File: config.mk
export PLATFORM = sky130hd
export DESIGN_NAME = led_link_sequencer
export DESIGN_NICKNAME = d
export VERILOG_FILES = /design/src/rtl/led_link_sequencer.sv
export SDC_FILE = /design/constraint.sdc
export NUM_CORES = 1
export LEC_CHECK = 0
export ABC_CLOCK_PERIOD_IN_PS = 5170
export CORE_UTILIZATION = 45
export CTS_CLUSTER_SIZE = 40
export DETAILED_ROUTE_END_ITERATION = 6
export PLACE_DENSITY_LB_ADDON = 0.2
export SETUP_SLACK_MARGIN = 0.2
export SLEW_MARGIN = 40
export SYNTH_ARGS = -nofsm -noshare
export SYNTH_HDL_FRONTEND = slang
export SYNTH_SLANG_ARGS = --single-unit
File: constraint.sdc
create_clock -name clk -period 5.17 [get_ports clk]
set_input_delay 0.7755 -clock clk [delete_from_list [all_inputs] [get_ports clk]]
set_output_delay 0.7755 -clock clk [all_outputs]
set_load 0.03 [all_outputs]
File: src/rtl/led_link_sequencer.sv
// led_link_sequencer
//   Port status LED sequencer: blink timebase, debounced aggregate link FSM
//   and merged TX/RX activity strobes feeding led_driver.
//   Optional build macro: LED_LAMP_TEST_EN (steady lamp test after reset).
module led_link_sequencer #(
    parameter int unsigned NUM_LANES        = 4,
    parameter int unsigned BLINK_DIV        = 15625000,
    parameter int unsigned LINK_DEBOUNCE    = 1048576,
    parameter int unsigned LAMP_TEST_CYCLES = 156250000
) (
    input  logic                 clk,
    input  logic                 rst,
    input  logic [NUM_LANES-1:0] lane_link,
    input  logic [NUM_LANES-1:0] lane_tx_frame,
    input  logic [NUM_LANES-1:0] lane_rx_frame,
    output logic                 has_link,
    output logic                 blink,
    output logic                 on_frame_sent,
    output logic                 on_frame_received,
    output logic [1:0]           link_state
);

    localparam logic [1:0] ST_DOWN  = 2'b00;
    localparam logic [1:0] ST_TRAIN = 2'b01;
    localparam logic [1:0] ST_UP    = 2'b10;
`ifdef LED_LAMP_TEST_EN
    localparam logic [1:0] ST_LAMP  = 2'b11;
    localparam logic [1:0] ST_RESET = ST_LAMP;
`else
    localparam logic [1:0] ST_RESET = ST_DOWN;
`endif

    localparam int unsigned DW = (BLINK_DIV > 1) ? $clog2(BLINK_DIV) : 1;
    localparam int unsigned SW = $clog2(LINK_DEBOUNCE + 1);
    localparam logic [DW-1:0] DIV_LAST = DW'(BLINK_DIV - 1);
    localparam logic [SW-1:0] STAB_MAX = SW'(LINK_DEBOUNCE);

    // Zero-length periods make no sense for any of the timers.
    if (BLINK_DIV < 1 || LINK_DEBOUNCE < 1 || LAMP_TEST_CYCLES < 1) begin : g_param_check
        $error("led_link_sequencer: BLINK_DIV, LINK_DEBOUNCE and LAMP_TEST_CYCLES must be >= 1");
    end

    logic [NUM_LANES-1:0] link_q;
    logic [NUM_LANES-1:0] tx_q;
    logic [NUM_LANES-1:0] rx_q;
    logic                 all_up;
    logic                 any_up;
    logic [1:0]           state;
    logic [1:0]           state_nxt;
    logic [DW-1:0]        div_cnt;
    logic                 div_wrap;
    logic                 blink_nxt;
    logic                 has_link_nxt;
    logic [SW-1:0]        stab_cnt;
    logic                 in_lamp;

    assign all_up     = &link_q;
    assign any_up     = |link_q;
    assign link_state = state;

`ifdef LED_LAMP_TEST_EN
    localparam int unsigned LW = (LAMP_TEST_CYCLES > 1) ? $clog2(LAMP_TEST_CYCLES) : 1;
    localparam logic [LW-1:0] LAMP_LAST = LW'(LAMP_TEST_CYCLES - 1);

    logic [LW-1:0] lamp_cnt;
    logic          lamp_done;

    assign in_lamp   = (state == ST_LAMP);
    assign lamp_done = (lamp_cnt == LAMP_LAST);

    // Lamp-test duration counter; parks at its last value once the test ends.
    always_ff @(posedge clk or posedge rst) begin
        if (rst)
            lamp_cnt <= '0;
        else if (in_lamp && !lamp_done)
            lamp_cnt <= lamp_cnt + 1'b1;
    end
`else
    assign in_lamp = 1'b0;
`endif

    // Input stage: one register on every lane input, all decisions use these copies.
    always_ff @(posedge clk or posedge rst) begin
        if (rst) begin
            link_q <= '0;
            tx_q   <= '0;
            rx_q   <= '0;
        end else begin
            link_q <= lane_link;
            tx_q   <= lane_tx_frame;
            rx_q   <= lane_rx_frame;
        end
    end

    // Next blink level: toggle at prescaler wrap, forced low during lamp test.
    always_comb begin
        div_wrap  = (div_cnt == DIV_LAST);
        blink_nxt = blink;
        if (in_lamp)
            blink_nxt = 1'b0;
        else if (div_wrap)
            blink_nxt = ~blink;
    end

    // Blink prescaler: div_cnt runs 0..BLINK_DIV-1, held at 0 during lamp test.
    always_ff @(posedge clk or posedge rst) begin
        if (rst) begin
            div_cnt <= '0;
            blink   <= 1'b0;
        end else begin
            blink <= blink_nxt;
            if (in_lamp || div_wrap)
                div_cnt <= '0;
            else
                div_cnt <= div_cnt + 1'b1;
        end
    end

    // Debounce: count consecutive all-lanes-up cycles, saturating at LINK_DEBOUNCE.
    always_ff @(posedge clk or posedge rst) begin
        if (rst)
            stab_cnt <= '0;
        else if (in_lamp || !all_up)
            stab_cnt <= '0;
        else if (stab_cnt != STAB_MAX)
            stab_cnt <= stab_cnt + 1'b1;
    end

    // Link FSM next state; all_up is rechecked in TRAIN so a drop on the
    // saturation cycle cannot promote to UP.
    always_comb begin
        state_nxt = state;
        case (state)
            ST_DOWN: begin
                if (any_up)
                    state_nxt = ST_TRAIN;
            end
            ST_TRAIN: begin
                if (!any_up)
                    state_nxt = ST_DOWN;
                else if (all_up && (stab_cnt == STAB_MAX))
                    state_nxt = ST_UP;
            end
            ST_UP: begin
                if (!any_up)
                    state_nxt = ST_DOWN;
                else if (!all_up)
                    state_nxt = ST_TRAIN;
            end
`ifdef LED_LAMP_TEST_EN
            ST_LAMP: begin
                if (lamp_done)
                    state_nxt = ST_DOWN;
            end
`endif
            default: state_nxt = ST_DOWN;
        endcase
    end

    // has_link derived from the next state so it lines up with link_state.
    always_comb begin
        has_link_nxt = 1'b0;
        case (state_nxt)
            ST_TRAIN: has_link_nxt = blink_nxt;
            ST_UP:    has_link_nxt = 1'b1;
`ifdef LED_LAMP_TEST_EN
            ST_LAMP:  has_link_nxt = 1'b1;
`endif
            default:  has_link_nxt = 1'b0;
        endcase
    end

    // State and has_link registers.
    always_ff @(posedge clk or posedge rst) begin
        if (rst) begin
            state    <= ST_RESET;
            has_link <= 1'b0;
        end else begin
            state    <= state_nxt;
            has_link <= has_link_nxt;
        end
    end

    // Activity strobes: lanes merged, gated by the current state so a frame
    // seen in the same cycle as a link drop still produces its strobe.
    always_ff @(posedge clk or posedge rst) begin
        if (rst) begin
            on_frame_sent     <= 1'b0;
            on_frame_received <= 1'b0;
        end else begin
            on_frame_sent     <= (state == ST_UP) && (|tx_q);
            on_frame_received <= (state == ST_UP) && (|rx_q);
        end
    end

endmodule
Yosys cells after proc, flatten, opt, wreduce, memory -nomap -nowiden

Cells that the tools add are included.

Word-level logic and storage cells: 40
Register bits after elaboration: 63
Bits of input ports: 14
Output and inout bits: 6

Reduce and logical (&&, ||, !) cells: 8
$add $sub $neg: 2
Multiplexer cells: 11
Bitwise logic cells: 1
Equality and inequality tests: 8

Operators by type and width:

| cell                                                            | count |
|---|---|
| 21-bit two-way mux                                              | 2 |
| 24-bit by 1-bit adder with 24-bit output, second input constant | 1 |
| 24-bit == test, second input constant                           | 1 |
| 24-bit two-way mux                                              | 1 |
| 21-bit by 1-bit adder with 21-bit output, second input constant | 1 |
| 21-bit == test, second input constant                           | 1 |
| 21-bit != test, second input constant                           | 1 |
| 4-bit OR reduction                                              | 3 |
| 2-bit two-way mux                                               | 5 |
| 2-bit one-hot mux with 3 select lines                           | 1 |
| 2-bit by 1-bit == test with 1-bit output, second input constant | 2 |
| 2-bit == test, second input constant                            | 2 |
| 4-bit AND reduction                                             | 1 |
| 1-bit logical AND                                               | 3 |
| 2-bit zero test                                                 | 1 |
| 2-bit by 1-bit != test with 1-bit output, second input constant | 1 |
| 1-bit one-hot mux with 2 select lines                           | 1 |
| 1-bit two-way mux                                               | 1 |
| 1-bit inverter                                                  | 1 |

Depth between registers and ports, before layout

Gate-level depths: netlist of the first run.

Depth in word-level cells: 7
Depth in mapped cells: 10

Worst setup path after synthesis of the first run

OpenSTA, ideal clock, no wires.

Kind: reg-to-reg
Start: reg stab_cnt[0]
End: reg has_link
Path slack: 2.804 ns
Setup time: 0.126 ns
Clock period less this slack: 2.366 ns
Arrival time: 2.240 ns
Cell stages (with the launch flop): 11
Cell sequence: dfrtp_1 -> inv_1 -> ha_1 -> nor4b_1 -> nand3_1 -> nor4b_1 -> o21ai_0 -> ha_1 -> nand3b_1 -> a21oi_1 -> a311o_1

Cells in the longest elaborated chain, start to end: 7
Elaborated cells on any way between the ends: 8
Classes of those cells: 3 x eq/ne; 4 x mux; 1 x reduce/logical

RTL lines:

| element                                                                          | RTL line | source |
|---|---|---|
| from (decl)                                                                      | 54       | `logic [SW-1:0] stab_cnt;` |
| from (signal assigned)                                                           | 126      | `stab_cnt <= stab_cnt + 1'b1;` |
| 21-bit == test *                                                                 | 141      | `else if (all_up && (stab_cnt == STAB_MAX))` |
| 1-bit logical AND *                                                              | 141      |  |
| 2-bit two-way mux *                                                              | 141      |  |
| 2-bit two-way mux *                                                              | 139      | `if (!any_up)` |
| 2-bit one-hot mux with 3 select lines *                                          | 133      | `case (state)` |
| 2-bit == test / 2-bit by 1-bit == test with 1-bit output (equally long branches) | 163      | `case (state_nxt)` |
| 1-bit one-hot mux with 2 select lines *                                          | 163      |  |
| named net has_link_nxt                                                           | 53       | `logic has_link_nxt;` |
| to (signal assigned)                                                             | 180      | `has_link <= has_link_nxt;` |
| to (decl)                                                                        | 16       | `output logic has_link,` |

The timed path passes the listed nets; every way through them passes the cells marked *.
A chain may end at the register's enable or synchronous reset.

Worst setup path after layout of the first run

Same ends and word-level chain as after synthesis.

==> summary.md, run 1 <==
| Metric | Value |
|---|---|
| Worst slack on hold paths | about 0.46 ns |
| Count of mapped cells out of synthesis | a little over 300 |
| Die boundary height | 85.07 um |
| Total of warnings raised by yosys | 0 |
| Remaining DRCs | 0 |
| Count of buffers added by post-CTS timing repair for setup | 0 |
| Post-route minimum period | approximately 2.6 ns |
| Summed instance area of the synthesized netlist | ~3100 um2 |
| Wire per inst | 14.90 um |
| Startpoint Class | flop |
| Clock transition at the register clock pins on the worst setup and hold paths after CTS | about 0.070 ns |
| Die width | ~85 um |
| Metal-1 WL | about 2700 um |
| Wire length on met2 | around 3000 um |
| Worst Max-Slew Pin Slew | 0.7792 ns |
| Type of the worst setup path | reg2reg |
| CTS tree | built |
| Count of standard-cell rows | 29 |
| Data required time of the worst path | approximately 5.4 ns |
| Ant. Diodes | 0 |
| Maximum number of pins on one net before global-route repair | between 40 and 50 |
| Buffers from clock root to sink, at most | 2 |
| Fill count | between 500 and 600 |
| #FFs+latches synth | 63 |
| Wire length of the first global-routing pass | approximately 11000 um |
| Post-route ant nets | 0 |
| Seq. cell area | around 1600 um2 |
| Cells resized by post-CTS repair | 0 |
| Layout overhead on the synthesized area | 14.38% |
| Weighted congestion reported at the end of routability-driven placement | between 0.8 and 0.9 |
| Reg2Reg Setup Slack | approximately 2.6 ns |
| Power, Total | 0.9387 mW |
| Buf+Inv Stages, Crit Path | 1 |
| Slowest library cell on the worst path | dfrtp_1 |
| # IOs | 20 |
| Cell count along the critical path | 10 |
| Number of cells on the worst reg-to-reg path | 10 |
| Proportion of register bits with asynchronous set or reset after synthesis | 1.000 |
| Result of the run | complete, no violations |
| Floorplan die area | ~7200 um2 |
| Total CTS buffers | 9 |
| Setup TNS Final | 0 ns |
| Largest fanout on the critical path | 6 |
| Number of nets in the synthesized netlist | between 300 and 400 |
| Share of the synthesized area in the top cell type | 0.5077 |
| Max layer used | met4 |
| Post-Route Skew | around 0.0081 ns |
| Most frequent cell after synthesis | dfrtp_1 |
| Finish-stage setup viols | 0 |
| Post-Place Cells | 390 |
| Number of unique standard cell types used by synthesis | 43 |
| Cell depth of the worst min-delay path | 2 |
| Initial core utilization | 0.4781 |
| GR Util All Layers | 0.1894 |
| # H-tree levels | 3 |
| Antenna violations before repair | 0 |
| IR Drop Worst-Case VDD | roughly 0.00019 V |
| Routed vias | roughly 2300 |
| Place WS | 2.587 ns |
| Number of clock sinks | 63 |
| Library cell with the largest summed area after synthesis | dfrtp_1 |
| Cell types with the largest area share after synthesis | dfrtp_1 51%, xnor2_1 3.9%, nor2_1 3.7% |
| FMAX | 0.3906 GHz |
| Arrival time at the worst endpoint | ~2.8 ns |
| Series of cell instances along the critical path | inv_1 -> ha_1 -> nor4b_1 -> nand3_1 -> nor4b_1 -> o21ai_0 -> ha_1 -> nand3b_1 -> a21oi_1 -> a311o_1 |
| Max-capacitance violation count | 0 |
| Number of buffers added to fix hold violations after cts | 0 |
| P_leak | between 1.5 and 2 nW |
| Drt via density | between 5 and 6 |
| Pins over their slew limit | 0 |
| Multi-input logic area | roughly 1400 um2 |
| Detailed-routed wire length on met3 | between 150 and 200 um |
| Net count of the finished layout | between 300 and 400 |
| Total detailed-routing wirelength | about 6000 um |
| Slew margin rel. | 0.4758 |
| Pwr/cell area | around 260 nW/um2 |
| Average size of a mapped cell | roughly 10 um2 |
| RSZ-0062 raised after global routing | no |
| Worst hold-check path type | reg2reg |
| Crit path setup slack, layout | approximately 2.6 ns |
| Initial drt markers | between 100 and 150 |
| Drt first pass iters | 4 |
| HPWL Detailed | 4320 um |
| Delay of the slowest cell on the worst path | 0.43 ns |
| Share of layout cells above drive strength 1 | 0.06991 |
| Hold Violations, Final | 0 |
| Overflow after GRT | 0 |
| Final Cycle Share | 0.4951 |
| Clock Root Buffer | clkbuf_8 |
| Part of the Yosys area used for sequential elements | 0.5077 |
| Synth top cells by count | 63 x dfrtp_1, 31 x nor2_1, 19 x nand2_1 |
| Number of global-route vias before repair | around 2300 |
| Placeable core region | 6495 um2 |
| Number of enable flip-flop cells after synthesis | 0 |
| Clock latency at the later pin of the worst-skew pair | between 0.3 and 0.4 ns |
| Count of buffers inserted at the top-level ports | 19 |
| Flip-flop cell with the highest count after synthesis | dfrtp_1 |
| Kind of capture point of the worst setup path | flop |
| Final std cells w/o fill | around 400 |
| Crit-path leading delay family | simple AND/OR/NAND/NOR gates |
==> flip-flops by register name (all words and copies together) (netlist names) <==
| name | flops |
|---|---|
| blink | 1 |
| stab_cnt | 21 |
| on_frame_sent | 1 |
| rx_q | 4 |
| div_cnt | 24 |
| tx_q | 4 |
| on_frame_received | 1 |
| link_q | 4 |
| link_state | 2 |
| has_link | 1 |
==> power breakdown <==
part           leakage (nW)  switching, mW  internal (mW)
logic                 0.623         0.0146         0.0116
registers             0.833        0.00260          0.498
clock network         0.100          0.178          0.234
==> layout by cell type, fill, tap and decap left out, types with 10 or more instances in the layout <==
master and count:
xor2_1 10, nand4_1 14, clkdlybuf4s50_1 19, nand2_1 19, xnor2_1 14, nand3_1 17, clkbuf_8 10, nor2_1 31
dfrtp_1 63, nor4_1 11, o21ai_0 12
==> worst min-delay path, cell delays in order (launching register included) <==
cell	delay, ns
dfrtp_1	0.32
nor4_1	0.04
nor2_1	0.07
==> per-layer routing <==
layer / GRT usage / up-vias
met2: 0.3226 / 25
met1: 0.2328 / 1131
li1: - / 1147
met3: 0.04377 / 10
met5: 0 / -
met4: 0.07704 / 0
==> path summary, 6_finish.rpt <==
kind | start | end
worst max-delay path | stab_cnt[0]$_DFFE_PP0N_ | has_link$_DFF_PP0_
worst min-delay path | tx_q[2]$_DFF_PP0_ | on_frame_sent$_DFF_PP0_
worst max register to register | stab_cnt[0]$_DFFE_PP0N_ | has_link$_DFF_PP0_
worst min register to register | tx_q[2]$_DFF_PP0_ | on_frame_sent$_DFF_PP0_
max in group asynchronous | rst | stab_cnt[14]$_DFFE_PP0N_
min in group asynchronous | rst | div_cnt[11]$_DFF_PP0_
==> area by class of cell <==
| cell class | instances | area share |
|---|---|---|
| repair buffers | 21 | 0.05882 |
| clock inverters | 4 | 0.01268 |
| well taps | 77 | 0.02712 |
| inverters | 9 | 0.009510 |
| multi-input cells | 220 | 0.4072 |
| flip-flops and latches | 63 | 0.4438 |
| clock buffers | 12 | 0.04086 |
==> stage by stage <==
step | utilization | area [um2]
CTS | 0.5469 | 3552
global placement | 0.5159 | 3351
finish | 0.5469 | 3552
floorplan | - | 3105
detailed placement | 0.5176 | 3362
global route | 0.5469 | 3552
==> cells by family after synthesis <==
kind of cell | share of synthesized area
AND/OR/NAND/NOR | 0.2744
flip-flops | 0.5077
AO/OA/AOI/OAI | 0.08099
XOR/XNOR | 0.06769
buffers and inverters | 0.02659
multiplexers | 0.02256
adder cells (fa/ha/maj) | 0.02015
No activity file was read; power rests on OpenSTA's default activity.
==> inputs of run 2 (changes only) <==
--- a/config.mk
+++ b/config.mk
@@ -5,7 +5,7 @@
 export SDC_FILE = /design/constraint.sdc
 export NUM_CORES = 1
 export LEC_CHECK = 0
-export ABC_CLOCK_PERIOD_IN_PS = 5170
+export ABC_CLOCK_PERIOD_IN_PS = 2440
 export CORE_UTILIZATION = 45
 export CTS_CLUSTER_SIZE = 40
 export DETAILED_ROUTE_END_ITERATION = 6
==> constraint.sdc (replaced) <==
create_clock -name clk -period 2.44 [get_ports clk]
set_input_delay 0.366 -clock clk [delete_from_list [all_inputs] [get_ports clk]]
set_output_delay 0.366 -clock clk [all_outputs]
set_load 0.03 [all_outputs]
==> run 2 against run 1 <==
- worst hold slack worse by 0.062 ns
- critical endpoint unchanged
- sequential power is 110% higher
- core utilization is 3.1 points higher
- clock skew is 0.0014 ns lower
- routed wire length is 1.9% higher
- combinational power is 130% higher
- register-to-register slack worse by 2.4 ns
- fmax is 15% higher
- largest power group is now the clock network
- via count is 4.0% higher
==> summary.md, run 2 (same netlist as run 1, synthesis figures left out) <==
| Metric | Value |
|---|---|
| Share of layout cells above drive strength 1 | 0.1213 (+0.05139) |
| IR Drop Worst-Case VDD | 0.0003197 V (+73%) |
| Sequential power share | 0.469 (-0.064) |
| Number of global-route vias before repair | 2255 (-3.0%) |
| Remaining DRCs | 0 (unchanged) |
| RSZ-0062 raised after global routing | yes |
| Arrival time at the worst endpoint | 2.46 ns (-0.32 ns) |
| Highest-utilization routing layer at the global route stage | met1 |
| Finish-stage setup viols | 0 (unchanged) |
| Count of standard-cell rows | 29 (unchanged) |
| GR Util All Layers | 0.1968 (+0.007366) |
| Die boundary height | 85.07 um (unchanged) |
| Clock latency at the later pin of the worst-skew pair | 0.34 ns (about the same) |
| Wire per inst | 14.86 um (-0.28%) |
| Fill count | 559 (-4.1%) |
| Ant. Diodes | 0 (unchanged) |
| Net count of the finished layout | 352 (+2.6%) |
| Place WS | 0.08911 ns (-2.498 ns) |
| Final Cycle Share | 0.9142 (+0.4190) |
| Met2 layer usage reported by global route | 0.2742 (-0.04839) |
| Slew margin rel. | 0.6030 (+0.1272) |
| Sw frac | 0.1954 (-0.01271) |
| Number of buffers added to fix hold violations after cts | 0 (unchanged) |
| Die width | 85.07 um (unchanged) |
| Count of buffers inserted at the top-level ports | 19 (unchanged) |
| Combinational share of power | 0.026 (-0.002) |
| Hold Violations, Final | 0 (unchanged) |
| Placeable core region | 6495 um2 (unchanged) |
| Floorplan die area | 7237 um2 (unchanged) |
| # H-tree levels | 3 (unchanged) |
| Weighted congestion reported at the end of routability-driven placement | 0.8140 (+0.35%) |
| Met1 Track Usage GR | 0.2813 (+0.04847) |
| Drt first pass iters | 4 (unchanged) |
| Clock Root Buffer | clkbuf_8 |
| HPWL Detailed | 4237 um (-1.9%) |
| Type of the worst setup path | reg2reg |
| Post-route ant nets | 0 (unchanged) |
| Total CTS buffers | 9 (unchanged) |
| Internal power | 1.817 mW (+140%) |
| Met3 usage in global routing | 0.07685 (+0.03307) |
| Initial core utilization | 0.4781 (unchanged) |
| Most frequent standard cell in the layout excluding fill and tap cells | dfrtp_1 |
| Register containing the most flip-flops in the final layout | div_cnt |
| Post-route minimum period | 2.231 ns (-0.3293 ns) |
| # IOs | 20 (unchanged) |
| Wire length of the first global-routing pass | 10940 um (+2.5%) |
| Initial drt markers | 149 (+13%) |
| Post-Route Skew | 0.006690 ns (-0.001425 ns) |
| Layout overhead on the synthesized area | 20.87% |
| Pwr/cell area | 601.7 nW/um2 (+130%) |
| Antenna violations before repair | 0 (unchanged) |
| CTS tree | built |
| Pins over their slew limit | 0 (unchanged) |
| Setup TNS Final | 0 ns (unchanged) |
| Largest registers | div_cnt: 24 flops, stab_cnt: 21 flops |
| Clk network pwr share | 0.504 (+0.065) |
| Worst hold-check path type | in2async |
| Result of the run | complete, no violations |
| Max-capacitance violation count | 0 (unchanged) |
| Maximum number of pins on one net before global-route repair | 64 (+33%) |
| Total detailed-routing wirelength | 6168 um (+1.9%) |
| Switching power total | 0.4414 mW (+130%) |
| FMAX | 0.4483 GHz (+15%) |
| P_leak | 1.668 nW (+7.2%) |
| Routed vias | 2406 (+4.0%) |
| Kind of capture point of the worst setup path | flop |
| Overflow after GRT | 0 (unchanged) |
| Startpoint Class | flop |
| Clock transition at the register clock pins on the worst setup and hold paths after CTS | 0.07 ns (about the same) |
| Crit path setup slack, layout | 0.2094 ns (-2.401 ns) |
| Max reg flops | 24 (unchanged) |
| Leading cell types in the layout, fill and taps excluded | 63 x dfrtp_1, 31 x nor2_1, 19 x nand2_1, 19 x clkdlybuf4s50_1, 16 x nand3_1 |
| Drt via density | 5.798 (+1.8%) |
| Buffers from clock root to sink, at most | 2 (unchanged) |
| Largest fanout on the critical path | 3 (-3) |
| Data required time of the worst path | 2.67 ns (-2.72 ns) |
| Worst Max-Slew Pin Slew | 0.5901 ns (-0.1891 ns) |
| Number of clock sinks | 63 (unchanged) |
[run 2: cell count changes in the layout (fill, tap and decap cells not counted), sizes merged]
cell / before / now
buf: 2 / 11
clkbuf: 12 / 11
clkinv: 3 / 2
bufinv: 1 / 3
[run 2: metrics by stage]
stage               instance area [um2]  hold WS [ns]  utilization  total power [mW]  cells
floorplan                          3118        0.3974            -             1.105    302
global placement                   3443        0.4532       0.5301             1.140    398
detailed placement                 3443        0.4563       0.5301             1.141    398
CTS                                3745        0.4021       0.5766             2.295    415
global route                       3754        0.4370       0.5779             2.351    415
finish                             3754        0.3933       0.5779             2.259    415
[run 2: path summary, 6_finish.rpt]
kind | startpoint | to | slack, ns | cells past startpoint
max reg2reg | stab_cnt[0]$_DFFE_PP0N_ | has_link$_DFF_PP0_ | 0.21 | 10
max in group asynchronous | rst | stab_cnt[19]$_DFFE_PP0N_ | 1.77 | 3
min | rst | rx_q[1]$_DFF_PP0_ | 0.39 | 3
min in group clk | lane_tx_frame[1] | tx_q[1]$_DFF_PP0_ | 0.46 | 1
min reg2reg | rx_q[3]$_DFF_PP0_ | on_frame_received$_DFF_PP0_ | 0.47 | 2
max | stab_cnt[0]$_DFFE_PP0N_ | has_link$_DFF_PP0_ | 0.21 | 10
[run 2: cell type report]
type | count | area, um2 | area share
multi-input combinational | 220 | 1506 | 0.4013
sequential | 63 | 1577 | 0.4200
clock inverter | 5 | 103.9 | 0.02767
tap | 77 | 96.34 | 0.02567
inverter | 9 | 33.78 | 0.009000
clock buffer | 11 | 151.4 | 0.04033
timing repair buffer | 30 | 285.3 | 0.07600
[run 2: power groups by stage]
stage               logic (mW)  registers [mW]  clock network [mW]
global route            0.0681            1.06                1.22
detailed placement      0.0608            1.08                   0
CTS                     0.0617            1.06                1.17
global placement        0.0605            1.08                   0
finish                  0.0593            1.06                1.14
floorplan               0.0248            1.08                   0
[run 2: critical path, stage by stage (launching register included)]
cell      delay, ns
dfrtp_1        0.38
inv_1          0.09
ha_1           0.16
nor4b_4        0.22
nand3_2        0.15
nor2_1         0.19
a311oi_1       0.15
ha_1           0.35
nand3b_1       0.11
a21oi_1        0.05
a311o_1        0.28
[run 2: per-layer routing]
layer,part of all wire,wire [um]
met1,0.50,3063
met2,0.43,2626
met3,0.063,389
met4,0.014,89
met5,0,0
[run 2: what timing repair did]
item / in CTS / in global routing
resized for setup: 7 / 1
pin swaps: 4 / 0
setup endpoints to repair: 1 / 1
buffers inserted: 1 / 0
gates cloned: 0 / 0
==> inputs of run 3 (changes only) <==
--- a/config.mk
+++ b/config.mk
@@ -6,6 +6,7 @@
 export NUM_CORES = 1
 export LEC_CHECK = 0
 export ABC_CLOCK_PERIOD_IN_PS = 2440
+export CORE_MARGIN = 4
 export CORE_UTILIZATION = 45
 export CTS_CLUSTER_SIZE = 40
 export DETAILED_ROUTE_END_ITERATION = 6
==> run 3 against run 2 <==
- clock skew is 0.0010 ns lower
- register-to-register slack hardly changed
- final area decreased by 0.70%
- final cell count increased by 0.96%
- non-clock buffer count increased by 2
- clock-buffer cell count increased by 1
- sequential share of layout area up 0.33 points
- clock power is 21% lower
- global-route usage is 3.2 points lower
==> summary.md, run 3 (same netlist as run 1, synthesis figures left out) <==
| Metric | Value |
|---|---|
| P_leak | 1.652 nW (-0.98%) |
| Power, Total | 2.016 mW (-11%) |
| Initial drt markers | 112 (-25%) |
| Result of the run | complete, no violations |
| # IOs | 20 (unchanged) |
| Weighted congestion reported at the end of routability-driven placement | 0.7862 (-3.4%) |
| Leading cell types in the layout, fill and taps excluded | 62 x dfrtp_1, 31 x nor2_1, 19 x clkdlybuf4s50_1 |
| Number of buffers added to fix hold violations after cts | 0 (unchanged) |
| Count of standard-cell rows | 30 (+3.4%) |
| Crit path setup slack, layout | 0.2162 ns (+0.006749 ns) |
| Number of global-route vias before repair | 2305 (+2.2%) |
| Reg2Reg Setup Slack | 0.22 ns (about the same) |
| Most frequent standard cell in the layout excluding fill and tap cells | dfrtp_1 |
| Count of buffers inserted at the top-level ports | 19 (unchanged) |
| FMAX | 0.4497 GHz (+0.30%) |
| Overflow after GRT | 0 (unchanged) |
| Post-Place Cells | 402 (+1.0%) |
| Post-route ant nets | 0 (unchanged) |
| Place WS | 0.05354 ns (-0.03558 ns) |
| Switching power total | 0.4119 mW (-6.7%) |
| Antenna violations before repair | 0 (unchanged) |
| Utilization of the core after routing | 0.5517 (-0.02626) |
| Ant. Diodes | 0 (unchanged) |
| Post-Route Skew | 0.005687 ns (-0.001003 ns) |
| R2R Path Start | stab_cnt[16]$_DFFE_PP0N_ |
| IR Drop Worst-Case VDD | 0.0002759 V (-14%) |
| Finish-stage setup viols | 0 (unchanged) |
| Internal power | 1.604 mW (-12%) |
| Die boundary height | 91.07 um (+7.1%) |
| HPWL Detailed | 4339 um (+2.4%) |
| Placeable core region | 6756 um2 (+4.0%) |
| Post-route minimum period | 2.224 ns (-0.006749 ns) |
| Clk network pwr share | 0.445 (-0.059) |
| Initial core utilization | 0.4596 (-0.01851) |
| Summed area of non-filler cells in the final layout | 3727 um2 (-0.70%) |
| CTS tree | built |
| Fill count | 607 (+8.6%) |
| Drt via density | 5.730 (-1.2%) |
| Drt first pass iters | 4 (unchanged) |
| Wire length of the first global-routing pass | 10920 um (-0.13%) |
| Seq. cell area | 1578 um2 (about the same) |
| Floorplan die area | 8294 um2 (+15%) |
| Largest fanout on the critical path | 4 (+1) |
| Routed vias | 2401 (-0.21%) |
| GR Util All Layers | 0.1653 (-0.03153) |
| Type of the worst setup path | reg2reg |
| Sw frac | 0.2044 (+0.008940) |
| Register containing the most flip-flops in the final layout | div_cnt |
| Worst hold-check path type | in2async |
| DP Area | 3455 um2 (+0.33%) |
| Slew margin rel. | 0.6344 (+0.03147) |
| Multi-input logic area | 1518 um2 (+0.75%) |
| Sequential power share | 0.526 (+0.057) |
| Total detailed-routing wirelength | 6189 um (+0.34%) |
| Startpoint Class | flop |
| Pins over their slew limit | 0 (unchanged) |
| Maximum number of pins on one net before global-route repair | 64 (unchanged) |
| Max reg flops | 24 (unchanged) |
| Combinational share of power | 0.029 (+0.003) |
| Die width | 91.07 um (+7.1%) |
| Largest registers | div_cnt: 24 flops, stab_cnt: 21 flops |
| Share of layout cells above drive strength 1 | 0.1298 (+0.008492) |
| Hold Violations, Final | 0 (unchanged) |
| Clock transition at the register clock pins on the worst setup and hold paths after CTS | 0.07 ns (about the same) |
| Final std cells w/o fill | 419 (+0.96%) |
| Wire per inst | 14.77 um (-0.62%) |
| Total CTS buffers | 9 (unchanged) |
| Buffers from clock root to sink, at most | 2 (unchanged) |
| Worst Max-Slew Pin Slew | 0.5443 ns (-0.04585 ns) |
| # H-tree levels | 3 (unchanged) |
| Worst slack on hold paths | 0.3994 ns (+0.006135 ns) |
| Remaining DRCs | 0 (unchanged) |
| Layout overhead on the synthesized area | 20.02% |
| Critical path launch point | stab_cnt[16]$_DFFE_PP0N_ |
| RSZ-0062 raised after global routing | yes |
| Data required time of the worst path | 2.66 ns (about the same) |
| Clock Root Buffer | clkbuf_8 |
| Setup TNS Final | 0 ns (unchanged) |
| Pwr/cell area | 540.8 nW/um2 (-10%) |
| Number of clock sinks | 63 (unchanged) |
| Final Cycle Share | 0.9114 (-0.002766) |
| Net count of the finished layout | 354 (+0.57%) |
| Clock latency at the later pin of the worst-skew pair | 0.33 ns (about the same) |
| Max-capacitance violation count | 0 (unchanged) |
| Kind of capture point of the worst setup path | flop |
| Arrival time at the worst endpoint | 2.44 ns (-0.02 ns) |
-- run 3: cell types whose count changed in the layout (fill, tap and decap cells not counted), sizes merged --
cell,change
buf,+2
bufinv,-2
clkbuf,+1
clkinv,-1
clkinvlp,+1
-- run 3: routing by layer --
metal / routed length (um) / vias up / track usage
li1: - / 1174 / -
met1: 2853 / 1181 / 0.2121
met2: 3023 / 36 / 0.2624
met3: 233 / 10 / 0.06131
met4: 79 / 0 / 0.04648
met5: 0 / - / 0
-- run 3: repair_timing --
item,4_1_cts,5_1_grt
endpoints found under the setup margin,1,1
gates resized for setup,8,4
pin swaps,5,2
setup buffers,2,0
-- run 3: worst paths after layout --
check | endpoint | cells after the start
setup / recovery | has_link$_DFF_PP0_ | 8
hold / removal | stab_cnt[11]$_DFFE_PP0N_ | 3
setup reg to reg | has_link$_DFF_PP0_ | 8
hold reg to reg | on_frame_sent$_DFF_PP0_ | 2
max in group asynchronous | stab_cnt[13]$_DFFE_PP0N_ | 3
min in group clk | link_q[1]$_DFF_PP0_ | 1
-- run 3: power by group through the flow --
stage,combinational (mW),clock [mW],sequential [mW]
floorplan,0.0248,0,1.08
global placement,0.0601,0,1.08
detailed placement,0.0606,0,1.08
CTS,0.0610,0.921,1.06
global route,0.0672,0.976,1.06
finish,0.0589,0.896,1.06
-- run 3: cell type report --
cell class,instances,area share
Sequential cell,63,0.4233
Inverter,9,0.009063
Clock inverter,3,0.01141
Clock buffer,12,0.04162
Timing Repair Buffer,32,0.08056
Multi-Input combinational cell,220,0.4072
Tap cell,80,0.02685
-- run 3: critical path, cell delays in order, from the launching register on --
cell      delay (ns)
dfrtp_1         0.41
nor4_2          0.38
nand3_2         0.17
nor4b_4         0.29
o21ai_1         0.09
ha_1            0.33
nand3b_1        0.11
a21oi_1         0.04
a311o_1         0.28
